--- config.mk ---
export PLATFORM = sky130hd
export DESIGN_NAME = cipher_point_buffer
export DESIGN_NICKNAME = d
export VERILOG_FILES = /design/src/rtl/cipher_point_buffer_pkg.sv /design/src/rtl/cipher_point_buffer_point_fifo.sv /design/src/rtl/cipher_point_buffer.sv
export SDC_FILE = /design/constraint.sdc
export NUM_CORES = 1
export LEC_CHECK = 0
export CAP_MARGIN = 20
export CORE_MARGIN = 5
export CORE_UTILIZATION = 50
export CTS_CLUSTER_SIZE = 28
export DETAILED_ROUTE_END_ITERATION = 7
export GPL_TIMING_DRIVEN = 0
export PLACE_DENSITY = 0.71
export SYNTH_ARGS = -nofsm -noshare
export SYNTH_HDL_FRONTEND = slang
export SYNTH_SLANG_ARGS = --single-unit
--- constraint.sdc ---
create_clock -name clk -period 5.33 [get_ports clk]
set_clock_uncertainty 0.2 [all_clocks]
set_input_delay 0.533 -clock clk [delete_from_list [all_inputs] [get_ports clk]]
set_output_delay 0.533 -clock clk [all_outputs]
set_load 0.01 [all_outputs]
--- src/rtl/cipher_point_buffer_pkg.sv ---
// Shared types for the cipher point replay buffer.
//   point_rec_t : one cipher point pair {x1,y1,x2,y2}, 8 bits per coordinate
//   rpl_state_t : replay FSM states
//   DEF_DEPTH / DEF_GAP : default record count and post-replay idle cycles
package cipher_point_buffer_pkg;

  localparam int DEF_DEPTH = 4;
  localparam int DEF_GAP   = 2;

  typedef struct packed {
    logic [7:0] x1;
    logic [7:0] y1;
    logic [7:0] x2;
    logic [7:0] y2;
  } point_rec_t;

  typedef enum logic [1:0] {
    ST_IDLE,
    ST_SEND_A,
    ST_SEND_B,
    ST_WAIT
  } rpl_state_t;

endpackage

--- src/rtl/cipher_point_buffer_point_fifo.sv ---
// point_fifo: register-array FIFO of point records.
//   clk, reset : clock, synchronous active-high reset
//   i_push     : write i_wdata (accepted if not full, or if popping this cycle)
//   i_pop      : drop head record (ignored when empty)
//   o_rdata    : head record (combinational read of the head slot)
//   o_full, o_empty, o_level : registered status
module point_fifo
  import cipher_point_buffer_pkg::*;
#(
  parameter int DEPTH = DEF_DEPTH,
  localparam int AW = $clog2(DEPTH),
  localparam int LW = AW + 1
) (
  input  logic          clk,
  input  logic          reset,
  input  logic          i_push,
  input  logic          i_pop,
  input  point_rec_t    i_wdata,
  output point_rec_t    o_rdata,
  output logic          o_full,
  output logic          o_empty,
  output logic [LW-1:0] o_level
);

  localparam logic [LW-1:0] FULL_LVL = LW'(DEPTH);

  point_rec_t    r_mem [DEPTH];
  logic [AW-1:0] r_wptr, r_rptr;
  logic [LW-1:0] r_level;
  logic          r_full, r_empty;

  logic          w_push, w_pop;
  logic [LW-1:0] w_level_nxt;

  // A simultaneous pop frees a slot, so a full buffer still takes the push.
  assign w_push = i_push && (!r_full || i_pop);
  assign w_pop  = i_pop && !r_empty;

  always_comb begin
    w_level_nxt = r_level;
    if (w_push && !w_pop)      w_level_nxt = r_level + 1'b1;
    else if (!w_push && w_pop) w_level_nxt = r_level - 1'b1;
  end

  // Pointers wrap naturally because DEPTH is a power of two.
  always_ff @(posedge clk) begin
    if (reset) begin
      r_wptr  <= '0;
      r_rptr  <= '0;
      r_level <= '0;
      r_full  <= 1'b0;
      r_empty <= 1'b1;
    end else begin
      if (w_push) r_wptr <= r_wptr + 1'b1;
      if (w_pop)  r_rptr <= r_rptr + 1'b1;
      r_level <= w_level_nxt;
      r_full  <= (w_level_nxt == FULL_LVL);
      r_empty <= (w_level_nxt == '0);
    end
  end

  always_ff @(posedge clk) begin
    if (w_push) r_mem[r_wptr] <= i_wdata;
  end

  assign o_rdata = r_mem[r_rptr];
  assign o_full  = r_full;
  assign o_empty = r_empty;
  assign o_level = r_level;

endmodule

--- src/rtl/cipher_point_buffer.sv ---
// cipher_point_buffer: stores cipher point records and replays them toward
// the decrypt path as point 1 (marked by valid_out) then point 2, followed by
// GAP quiet cycles.
//   clk, reset          : clock, synchronous active-high reset
//   pt_strobe           : record {x1,y1,x2,y2}_in present this cycle
//   replay_en           : level enable for starting a replay
//   valid_out           : marks the point-1 cycle of a replayed record
//   x_out, y_out        : replayed coordinates (registered, held when idle)
//   full, empty, level  : buffer status
//   overflow            : sticky, a strobe was dropped because buffer was full
module cipher_point_buffer
  import cipher_point_buffer_pkg::*;
#(
  parameter int DEPTH = DEF_DEPTH,
  parameter int GAP   = DEF_GAP,
  localparam int LW = $clog2(DEPTH) + 1
) (
  input  logic          clk,
  input  logic          reset,
  input  logic          pt_strobe,
  input  logic [7:0]    x1_in,
  input  logic [7:0]    y1_in,
  input  logic [7:0]    x2_in,
  input  logic [7:0]    y2_in,
  input  logic          replay_en,
  output logic          valid_out,
  output logic [7:0]    x_out,
  output logic [7:0]    y_out,
  output logic          full,
  output logic          empty,
  output logic [LW-1:0] level,
  output logic          overflow
);

  localparam logic [2:0] GAP_LAST = 3'(GAP - 1);

  rpl_state_t r_state, w_state_nxt;
  logic [2:0] r_cnt, w_cnt_nxt;
  logic [7:0] r_x2, r_y2, w_x2_nxt, w_y2_nxt;
  logic [7:0] r_x, r_y, w_x_nxt, w_y_nxt;
  logic       r_vld, w_vld_nxt;
  logic       r_ovf;

  point_rec_t w_wrec, w_rrec;
  logic       w_full, w_empty, w_pop, w_start, w_decide;

  assign w_wrec = '{x1: x1_in, y1: y1_in, x2: x2_in, y2: y2_in};

  point_fifo #(.DEPTH(DEPTH)) u_fifo (
    .clk     (clk),
    .reset   (reset),
    .i_push  (pt_strobe),
    .i_pop   (w_pop),
    .i_wdata (w_wrec),
    .o_rdata (w_rrec),
    .o_full  (w_full),
    .o_empty (w_empty),
    .o_level (level)
  );

  assign w_start = replay_en && !w_empty;
  // The last WAIT cycle doubles as the IDLE decision cycle, so consecutive
  // records land exactly 2+GAP cycles apart.
  assign w_decide = (r_state == ST_IDLE) ||
                    (r_state == ST_WAIT && r_cnt == GAP_LAST);

  always_comb begin
    w_state_nxt = r_state;
    w_cnt_nxt   = r_cnt;
    w_x2_nxt    = r_x2;
    w_y2_nxt    = r_y2;
    w_x_nxt     = r_x;
    w_y_nxt     = r_y;
    w_vld_nxt   = 1'b0;
    w_pop       = 1'b0;
    if (w_decide) begin
      if (w_start) begin
        w_state_nxt = ST_SEND_A;
        w_pop       = 1'b1;
        w_vld_nxt   = 1'b1;
        w_x_nxt     = w_rrec.x1;
        w_y_nxt     = w_rrec.y1;
        w_x2_nxt    = w_rrec.x2;
        w_y2_nxt    = w_rrec.y2;
      end else begin
        w_state_nxt = ST_IDLE;
      end
    end else begin
      unique case (r_state)
        ST_SEND_A: begin
          w_state_nxt = ST_SEND_B;
          w_x_nxt     = r_x2;
          w_y_nxt     = r_y2;
        end
        ST_SEND_B: begin
          w_state_nxt = ST_WAIT;
          w_cnt_nxt   = '0;
        end
        ST_WAIT:  w_cnt_nxt = r_cnt + 1'b1;
        default:  w_state_nxt = ST_IDLE;
      endcase
    end
  end

  always_ff @(posedge clk) begin
    if (reset) begin
      r_state <= ST_IDLE;
      r_cnt   <= '0;
      r_x2    <= '0;
      r_y2    <= '0;
      r_x     <= '0;
      r_y     <= '0;
      r_vld   <= 1'b0;
      r_ovf   <= 1'b0;
    end else begin
      r_state <= w_state_nxt;
      r_cnt   <= w_cnt_nxt;
      r_x2    <= w_x2_nxt;
      r_y2    <= w_y2_nxt;
      r_x     <= w_x_nxt;
      r_y     <= w_y_nxt;
      r_vld   <= w_vld_nxt;
      // A strobe that coincides with a pop is accepted, not dropped.
      if (pt_strobe && w_full && !w_pop) r_ovf <= 1'b1;
    end
  end

  assign valid_out = r_vld;
  assign x_out     = r_x;
  assign y_out     = r_y;
  assign full      = w_full;
  assign empty     = w_empty;
  assign overflow  = r_ovf;

endmodule
==> flow_summary.yaml, run 1 <==
outcome:
  status: "finished clean"
floorplanning:
  io_pins: 59
  rows: 42
  fp.dieH_um: 126.8
  die_x_um: 126.8
  start_util: 0.5131
  core_area_sq_um: 13300
  die_area_sq_um: 16080
synth:
  synthAdderAreaFrac: 0.02201
  yosys_warnings: 0
  synthTopCellsByArea: "edfxtp_1 (56%), dfxtp_1 (15%), mux4_2 (11%)"
  synth_xor_xnor_area_share: 0.003852
  synth_compound_area_frac: 0.04806
  synth_top_area_share: 0.5635
  yosysSeqAreaShare: 0.7102
  synth.avg_cell_area_sq_um: 16.20
  ys_seq_elements: 178
  synth_area_sq_um: 6822
  synth_simple_gate_area_share: 0.06328
  synthMuxAreaShare: 0.1317
  synth_nets: 469
  synth_top_family_by_area: "multiplexers"
  ys_async_sr_fraction: 0
  synth_edf_count: 128
  synth_cells: 421
  synth_top_area_cell: "edfxtp_1"
  yosysUniqueCellTypes: 39
  ys.flop_type: "edfxtp_1"
sta:
  finalSetupViolCount: 0
  setup_tns_ps: 0
  tightest_slew_ps: 660.3
  hold_violations: 0
  finalWorstSetupSlack_ps: 2356
  min_period_over_period: 0.5580
  period_minus_slack_ps: 2974
  slew_violations: 0
  fmax_mhz: 336.3
  rsz0062_at_grt: "false"
  relSlewSlack: 0.5598
power_and_ir_drop:
  powerDensity_nw_per_um2: 433.1
  peakVddDrop_v: 0.0002646
  p_leak_nw: 2.767
  p_total_mw: 3.602
final_layout:
  layout_common_cells: "edfxtp_1 (128), clkdlybuf4s50_1 (58), dfxtp_1 (50)"
  nFillCells: 977
  final_common_cell: "edfxtp_1"
  layout-drive-gt1-share: 0.1689
  syn_to_final_growth_pct: 21.90
  n_antenna_cell: 0
  fin_nets: 550
cts:
  cts_buffer_depth: 2
  hold_buffers: 0
  cts_tree: "built"
  root_buffer: "clkbuf_16"
  clock-sinks: 178
  cts_made_buffers: 17
  htree_levels: 4
  post_cts_buffers: 0
  clock_latency_ps: 420
  ctsResizeCount: 0
  clk_pin_slew_ps: 60
critical_path:
  crit_path_max_fanout: 17
  r2r_start: "r_state[0]$_SDFFE_PP0P_"
  cp-start-kind: "register"
  critical_path_arrival_ps: 2900
  end_kind: "register"
  crit_type: "register to register"
  required_ps: 5260
  critPathLaunch: "r_state[0]$_SDFFE_PP0P_"
hold_path:
  hold_path_class: "register to register"
  min-delay-start: "r_x2[4]$_SDFFE_PP0P_"
routing:
  ant_nets: 0
  drtIter0Drc: 255
  via_per_inst: 5.476
  wirelength_um: 13280
  drc_errors: 0
  vias: 3784
  wl_per_cell_um: 19.22
  first_pass_iters: 4
global_routing:
  grt_pass1_wl_um: 20980
  gr-total-overflow: 0
  antenna_found_initial: 0
  grt-busiest-layer: "met2"
  met3_usage: 0.03657
  use_met2: 0.2842
  grt_max_degree: 21
  grt_use_met1: 0.2291
  grt_util_all_layers: 0.1734
  grt_pass1_vias: 3813
place:
  place_hpwl_um: 9105
  port_buffers: 58
  gp_congestion: 0.7598
  place_ws_ps: 2069
run:
  maxCapViolCount: 0
## layer usage
| layer | routed length [um] | up-vias | part of all wire |
|---|---|---|---|
| met5 | 0 | - | 0 |
| met4 | 166 | 0 | 0.012 |
| met3 | 657 | 14 | 0.049 |
| met2 | 6754 | 99 | 0.51 |
| met1 | 5706 | 1911 | 0.43 |
| li1 | - | 1760 | - |
## stage by stage
step                      std cells  hold slack, ps  utilization  instance area (sq um)
after floorplan                 421           236.0            -                   6822
after global placement          655           244.2       0.5733                   7622
after detailed placement        659           248.9       0.5820                   7737
after CTS                       691           256.9       0.6254                   8315
after global routing            691           269.2       0.6254                   8315
final                           691           256.0       0.6254                   8315
## flip-flops by register name, indices dropped and copies added, names as in the netlist, named ones only
register / count
overflow: 1
r_cnt: 3
r_state: 2
r_x2: 8
r_y2: 8
u_fifo.o_empty: 1
u_fifo.o_full: 1
u_fifo.o_level: 3
u_fifo.r_mem: 128
u_fifo.r_rptr: 2
u_fifo.r_wptr: 2
valid_out: 1
x_out: 8
y_out: 8
## critical path, cell delays in order, from the launching register on
cell,delay [ps]
dfxtp_1,380
ha_1,310
and3b_1,190
buf_2,180
o21ai_4,120
a21oi_1,450
and2_2,590
buf_16,230
## worst paths after layout
path,cells past startpoint,slack [ps],to
worst max-delay path,7,2360,u_fifo.r_mem[0][31]$_DFFE_PP_
worst min-delay path,2,260,r_x2[4]$_SDFFE_PP0P_
worst max register to register,7,2360,u_fifo.r_mem[0][31]$_DFFE_PP_
worst min register to register,2,260,r_x2[4]$_SDFFE_PP0P_
## area by class of cell
type                       instances  area, sq um  share of cell area
tap                              176        220.2             0.02648
clock buffer                      24        503.0             0.06049
clock inverter                     8        75.07            0.009028
sequential                       178         4845              0.5826
timing repair buffer              62        690.7             0.08306
buffer                            22        105.1             0.01264
multi-input combinational        211         1839              0.2212
inverter                          10        37.54            0.004514
## synth_stat cells (2+ instances only)
cell	count
nand3_1	9
mux2i_1	14
nor2b_1	3
a21oi_1	21
and2_1	4
a21boi_1	2
mux2_2	2
nor2_1	30
xnor2_1	2
ha_1	12
clkbuf_1	11
a22oi_1	2
mux4_2	32
dfxtp_1	50
o21ai_0	2
a311oi_1	6
edfxtp_1	128
nand2_1	44
inv_1	10
buf_2	9
a211oi_1	10
## cells by family (layout without fill, tap and decap cells)
group | after synthesis | count (layout)
flip-flops | 178 | 178
AND/OR/NAND/NOR | 98 | 98
AO/OA/AOI/OAI | 49 | 49
multiplexers | 49 | 49
buffers and inverters | 32 | 126
adder cells (fa/ha/maj) | 12 | 12
XOR/XNOR | 3 | 3
## report_power, final
| group | internal (mW) | switching, mW | total, mW |
|---|---|---|---|
| Clock | 0.707 | 0.487 | 1.19 |
| Combinational | 0.345 | 0.367 | 0.711 |
| Sequential | 1.63 | 0.0669 | 1.70 |
(Power assumes the default switching activity.)
==> run 2: changes to the inputs <==
PLACE_DENSITY = 0.73   (was 0.71)
clock period = 2.72 ns   (was 5.33 ns; I/O delays follow)
==> flow_summary.yaml, run 2 (synthesis results as in run 1) <==
floorplanning:
  core_area_sq_um: 13300
  io_pins: 59
  fp.dieH_um: 126.8
  die_x_um: 126.8
  start_util: 0.5131
  die_area_sq_um: 16080
  rows: 42
critical_path:
  end_kind: "register"
  cp-start-kind: "register"
  crit_path_max_fanout: 32
  critical_path_arrival_ps: 2450
  required_ps: 2580
  crit_type: "register to register"
global_routing:
  grt_pass1_vias: 4064
  gr-total-overflow: 0
  grt_util_all_layers: 0.1801
  grt_pass1_wl_um: 21780
  antenna_found_initial: 0
  grt_max_degree: 33
cts:
  htree_levels: 4
  clock-sinks: 178
  clk_pin_slew_ps: 60
  clock_latency_ps: 420
  cts_made_buffers: 17
  hold_buffers: 0
  post_cts_buffers: 0
  root_buffer: "clkbuf_16"
  cts_tree: "built"
  cts_buffer_depth: 2
final_layout:
  syn_to_final_growth_pct: 19.90
  final_common_cell: "edfxtp_1"
  fin_nets: 547
  multi_input_area_sq_um: 1867
  largest_reg_flops: 128
  n_antenna_cell: 0
  layout-drive-gt1-share: 0.1582
  ff_latch_area_sq_um: 4845
  nFillCells: 971
  top_register: "u_fifo.r_mem"
  layout_common_cells: "edfxtp_1 (128), clkdlybuf4s50_1 (58), dfxtp_1 (50)"
sta:
  setup_tns_ps: 0
  hold_violations: 0
  finalSetupViolCount: 0
  period_minus_slack_ps: 2595
  min_period_over_period: 0.9540
  finalWorstSetupSlack_ps: 125.3
  rsz0062_at_grt: "false"
  tightest_slew_ps: 716.3
  slew_violations: 0
  relSlewSlack: 0.5225
  fmax_mhz: 385.4
power_and_ir_drop:
  powerDensity_nw_per_um2: 842.2
  p_leak_nw: 2.706
  peakVddDrop_v: 0.0004144
routing:
  wl_per_cell_um: 19.71
  wirelength_um: 13560
  via_per_inst: 5.532
  drtIter0Drc: 271
  first_pass_iters: 4
  ant_nets: 0
  drc_errors: 0
  vias: 3806
place:
  port_buffers: 58
  place_hpwl_um: 8544
  gp_congestion: 0.7854
  place_ws_ps: -420.1
run:
  maxCapViolCount: 0
outcome:
  status: "finished clean"
hold_path:
  hold_path_class: "register to register"
[run 2: cell count changes in the layout (fill, tap and decap cells not counted), moves of 2 or more]
cell        change
and2_2          -4
and2_4          +5
buf_16          -4
clkbuf_1        +2
clkbuf_8        -2
clkinv_1        +3
clkinv_2        +2
clkinvlp_4      -2
[run 2: through the flow]
step / power [mW] / utilization / area (sq um) / std cells / hold slack (ps)
detailed placement: 4.755 / 0.5737 / 7627 / 655 / 248.7
global route: 7.191 / 0.6152 / 8179 / 688 / 275.4
CTS: 6.936 / 0.6150 / 8177 / 688 / 258.2
global placement: 4.704 / 0.5737 / 7627 / 655 / 243.7
floorplan: 4.223 / - / 6827 / 421 / 170.9
finish: 6.888 / 0.6152 / 8179 / 688 / 265.1
[run 2: what timing repair did]
action | in CTS | in global routing
endpoints found under the setup margin | 128 | 96
pin swaps | 1 | 2
cloned | 1 | 0
gates resized for setup | 7 | 1
[run 2: worst paths after layout]
path,start,endpoint,slack [ps],cells after the start
setup reg to reg,r_state[1]$_SDFFE_PP0P_,u_fifo.r_mem[1][15]$_DFFE_PP_,130,6
hold / removal,r_x2[0]$_SDFFE_PP0P_,r_x2[0]$_SDFFE_PP0P_,270,2
setup / recovery,r_state[1]$_SDFFE_PP0P_,u_fifo.r_mem[1][15]$_DFFE_PP_,130,6
hold reg to reg,r_x2[0]$_SDFFE_PP0P_,r_x2[0]$_SDFFE_PP0P_,270,2
[run 2: metal layers]
| layer | wire length, um | vias to the layer above | share of wire | GRT usage |
|---|---|---|---|---|
| li1 | - | 1750 | - | - |
| met1 | 5692 | 1920 | 0.42 | 0.2292 |
| met2 | 6819 | 110 | 0.50 | 0.2870 |
| met3 | 693 | 26 | 0.051 | 0.04918 |
| met4 | 355 | 0 | 0.026 | 0.08833 |
| met5 | 0 | - | 0 | 0 |
[run 2: report_power, final]
| group | total (mW) | internal [mW] | switching, mW |
|---|---|---|---|
| clock | 2.18 | 1.26 | 0.918 |
| sequential | 3.33 | 3.19 | 0.137 |
| combinational | 1.37 | 0.655 | 0.719 |
| total | 6.89 | 5.11 | 1.77 |
[run 2: worst max-delay path, stage by stage, from the launching register on]
cell,delay [ps]
dfxtp_1,390
ha_2,280
and3b_1,170
buf_2,180
o21ai_4,130
a21oi_4,310
and2_4,550
[run 2: area by class of cell]
cell class	instances	area share
Inverter	10	0.004589
Clock inverter	9	0.008108
Timing Repair Buffer	58	0.07098
Tap cell	176	0.02692
Multi-Input combinational cell	212	0.2282
Sequential cell	178	0.5923
Clock buffer	23	0.05599
Buffer	22	0.01285
==> run 3: changes to the inputs <==
CORE_UTILIZATION = 35   (was 50)
PLACE_DENSITY = not set   (was 0.73)
==> flow_summary.yaml, run 3 (synthesis results as in run 1) <==
hold_path:
  holdPathStages: 2
  min-delay-start: "r_y2[0]$_SDFFE_PP0P_"
  hold_end: "r_y2[0]$_SDFFE_PP0P_"
  hold_path_class: "register to register"
global_routing:
  grt_max_degree: 33
  grt_util_all_layers: 0.1325
  antenna_found_initial: 0
  grt_pass1_wl_um: 21980
  grt_pass1_vias: 3983
  gr-total-overflow: 0
routing:
  vias: 3760
  drc_errors: 0
  via_per_inst: 4.833
  drtIter0Drc: 277
  wl_per_cell_um: 17.79
  ant_nets: 0
  wirelength_um: 13840
  first_pass_iters: 4
critical_path:
  reg2regPathDepth: 6
  required_ps: 2580
  crit_path_max_fanout: 32
  critical_path_arrival_ps: 2410
  end_kind: "register"
  cp-start-kind: "register"
  crit_type: "register to register"
  r2r_start: "r_state[0]$_SDFFE_PP0P_"
  max_stage_delay_ps: 530
  reg2reg_slack_ps: 160
  path_cells: "ha_2 > and3b_1 > buf_2 > o21ai_4 > a21oi_4 > and2_4"
  r2r_end: "u_fifo.r_mem[3][21]$_DFFE_PP_"
  critPathLaunch: "r_state[0]$_SDFFE_PP0P_"
  worst_path_max_delay_cell: "and2_4"
final_layout:
  largest_reg_flops: 128
  layoutNonFillerInstCount: 778
  n_antenna_cell: 0
  top_register: "u_fifo.r_mem"
  layout-drive-gt1-share: 0.1715
  layout_common_cells: "edfxtp_1 (128), clkdlybuf4s50_1 (58), dfxtp_1 (50)"
  syn_to_final_growth_pct: 22.07
  fin_nets: 548
  design_area_sq_um: 8327
  final_common_cell: "edfxtp_1"
floorplanning:
  start_util: 0.3528
  fp.dieH_um: 149.6
  rows: 51
  die_x_um: 149.6
  die_area_sq_um: 22380
  core_area_sq_um: 19330
  io_pins: 59
cts:
  htree_levels: 4
  clock-sinks: 178
  post_cts_buffers: 0
  clk_pin_slew_ps: 60
  root_buffer: "clkbuf_16"
  cts_buffer_depth: 2
  clock_latency_ps: 420
  cts_made_buffers: 17
  cts_tree: "built"
sta:
  slew_violations: 0
  fmax_mhz: 390.8
  period_minus_slack_ps: 2559
  holdWs_ps: 255.2
  hold_violations: 0
  min_period_over_period: 0.9409
  rsz0062_at_grt: "false"
  tightest_slew_ps: 688.7
  relSlewSlack: 0.5409
  finalSetupViolCount: 0
place:
  place_hpwl_um: 9085
  port_buffers: 58
  gp_congestion: 0.7458
  place_area_sq_um: 7739
  placed_cells: 744
run:
  maxCapViolCount: 0
outcome:
  status: "finished clean"
power_and_ir_drop:
  peakVddDrop_v: 0.0004439
  p_leak_nw: 2.699
  p_total_mw: 6.921
  powerDensity_nw_per_um2: 831.1
## run 3: changes by cell type in the layout (fill, tap and decap cells not counted), moves of 2 or more
cell / before / now
clkinvlp_4: 0 / 7
clkbuf_1: 16 / 12
clkinv_2: 5 / 2
clkinv_1: 3 / 1
clkinv_4: 0 / 2
## run 3: power breakdown
group	total [mW]	internal (mW)	switching [mW]
combinational	1.39	0.660	0.727
clock	2.21	1.24	0.972
sequential	3.32	3.19	0.129
total	6.92	5.09	1.83
## run 3: worst max-delay path: cells and delay by family (launching register included)
kind                       cells  cell delay (ps)
AOI/OAI and AO/OA              2              430
and+or+nand+nor                2              690
buffers and inverters          1              180
adders and majority gates      1              260
DFF                            1              380
## run 3: how the worst max path moves through the flow
stage | cells after the start | to | slack [ps]
final | 6 | u_fifo.r_mem[3][21]$_DFFE_PP_ | 160
after global routing | 6 | u_fifo.r_mem[3][9]$_DFFE_PP_ | 10
after CTS | 6 | u_fifo.r_mem[3][31]$_DFFE_PP_ | 60
after detailed placement | 5 | u_fifo.r_mem[2][9]$_DFFE_PP_ | -470
after global placement | 5 | u_fifo.r_mem[1][9]$_DFFE_PP_ | -390
after floorplan | 6 | u_fifo.r_mem[0][0]$_DFFE_PP_ | 240
## run 3: cell type report
class | count | area [sq um]
plain buffers | 22 | 105.1
clock buffers | 20 | 467.9
multi-input cells | 213 | 1876
repair buffers | 58 | 580.6
clock inverters | 12 | 83.83
flip-flops and latches | 178 | 4845
inverters | 10 | 37.54
well taps | 265 | 331.6
fillers | 1726 | 11010
## run 3: per-layer routing
layer  share of wire  global-route usage  vias up
met5               0                   0        -
met4           0.012             0.04256        0
met3           0.045             0.03513       14
met2            0.49              0.2152       78
met1            0.45              0.1744     1907
li1                -                   -     1761
## run 3: metrics by stage
step / util / setup slack [ps] / TNS, ps
after global routing: 0.4307 / 10.97 / 0
after global placement: 0.4002 / -391.5 / -49480
after floorplan: - / 236.8 / 0
after CTS: 0.4305 / 62.60 / 0
final: 0.4307 / 160.9 / 0
after detailed placement: 0.4002 / -470.1 / -57770
## run 3: repair_timing
item / 4_1_cts / 5_1_grt
gates resized for setup: 8 / 1
gates cloned: 2 / 0
hold buffers: 0 / 0
pin swaps: 2 / 2
endpoints found under the setup margin: 128 / 64
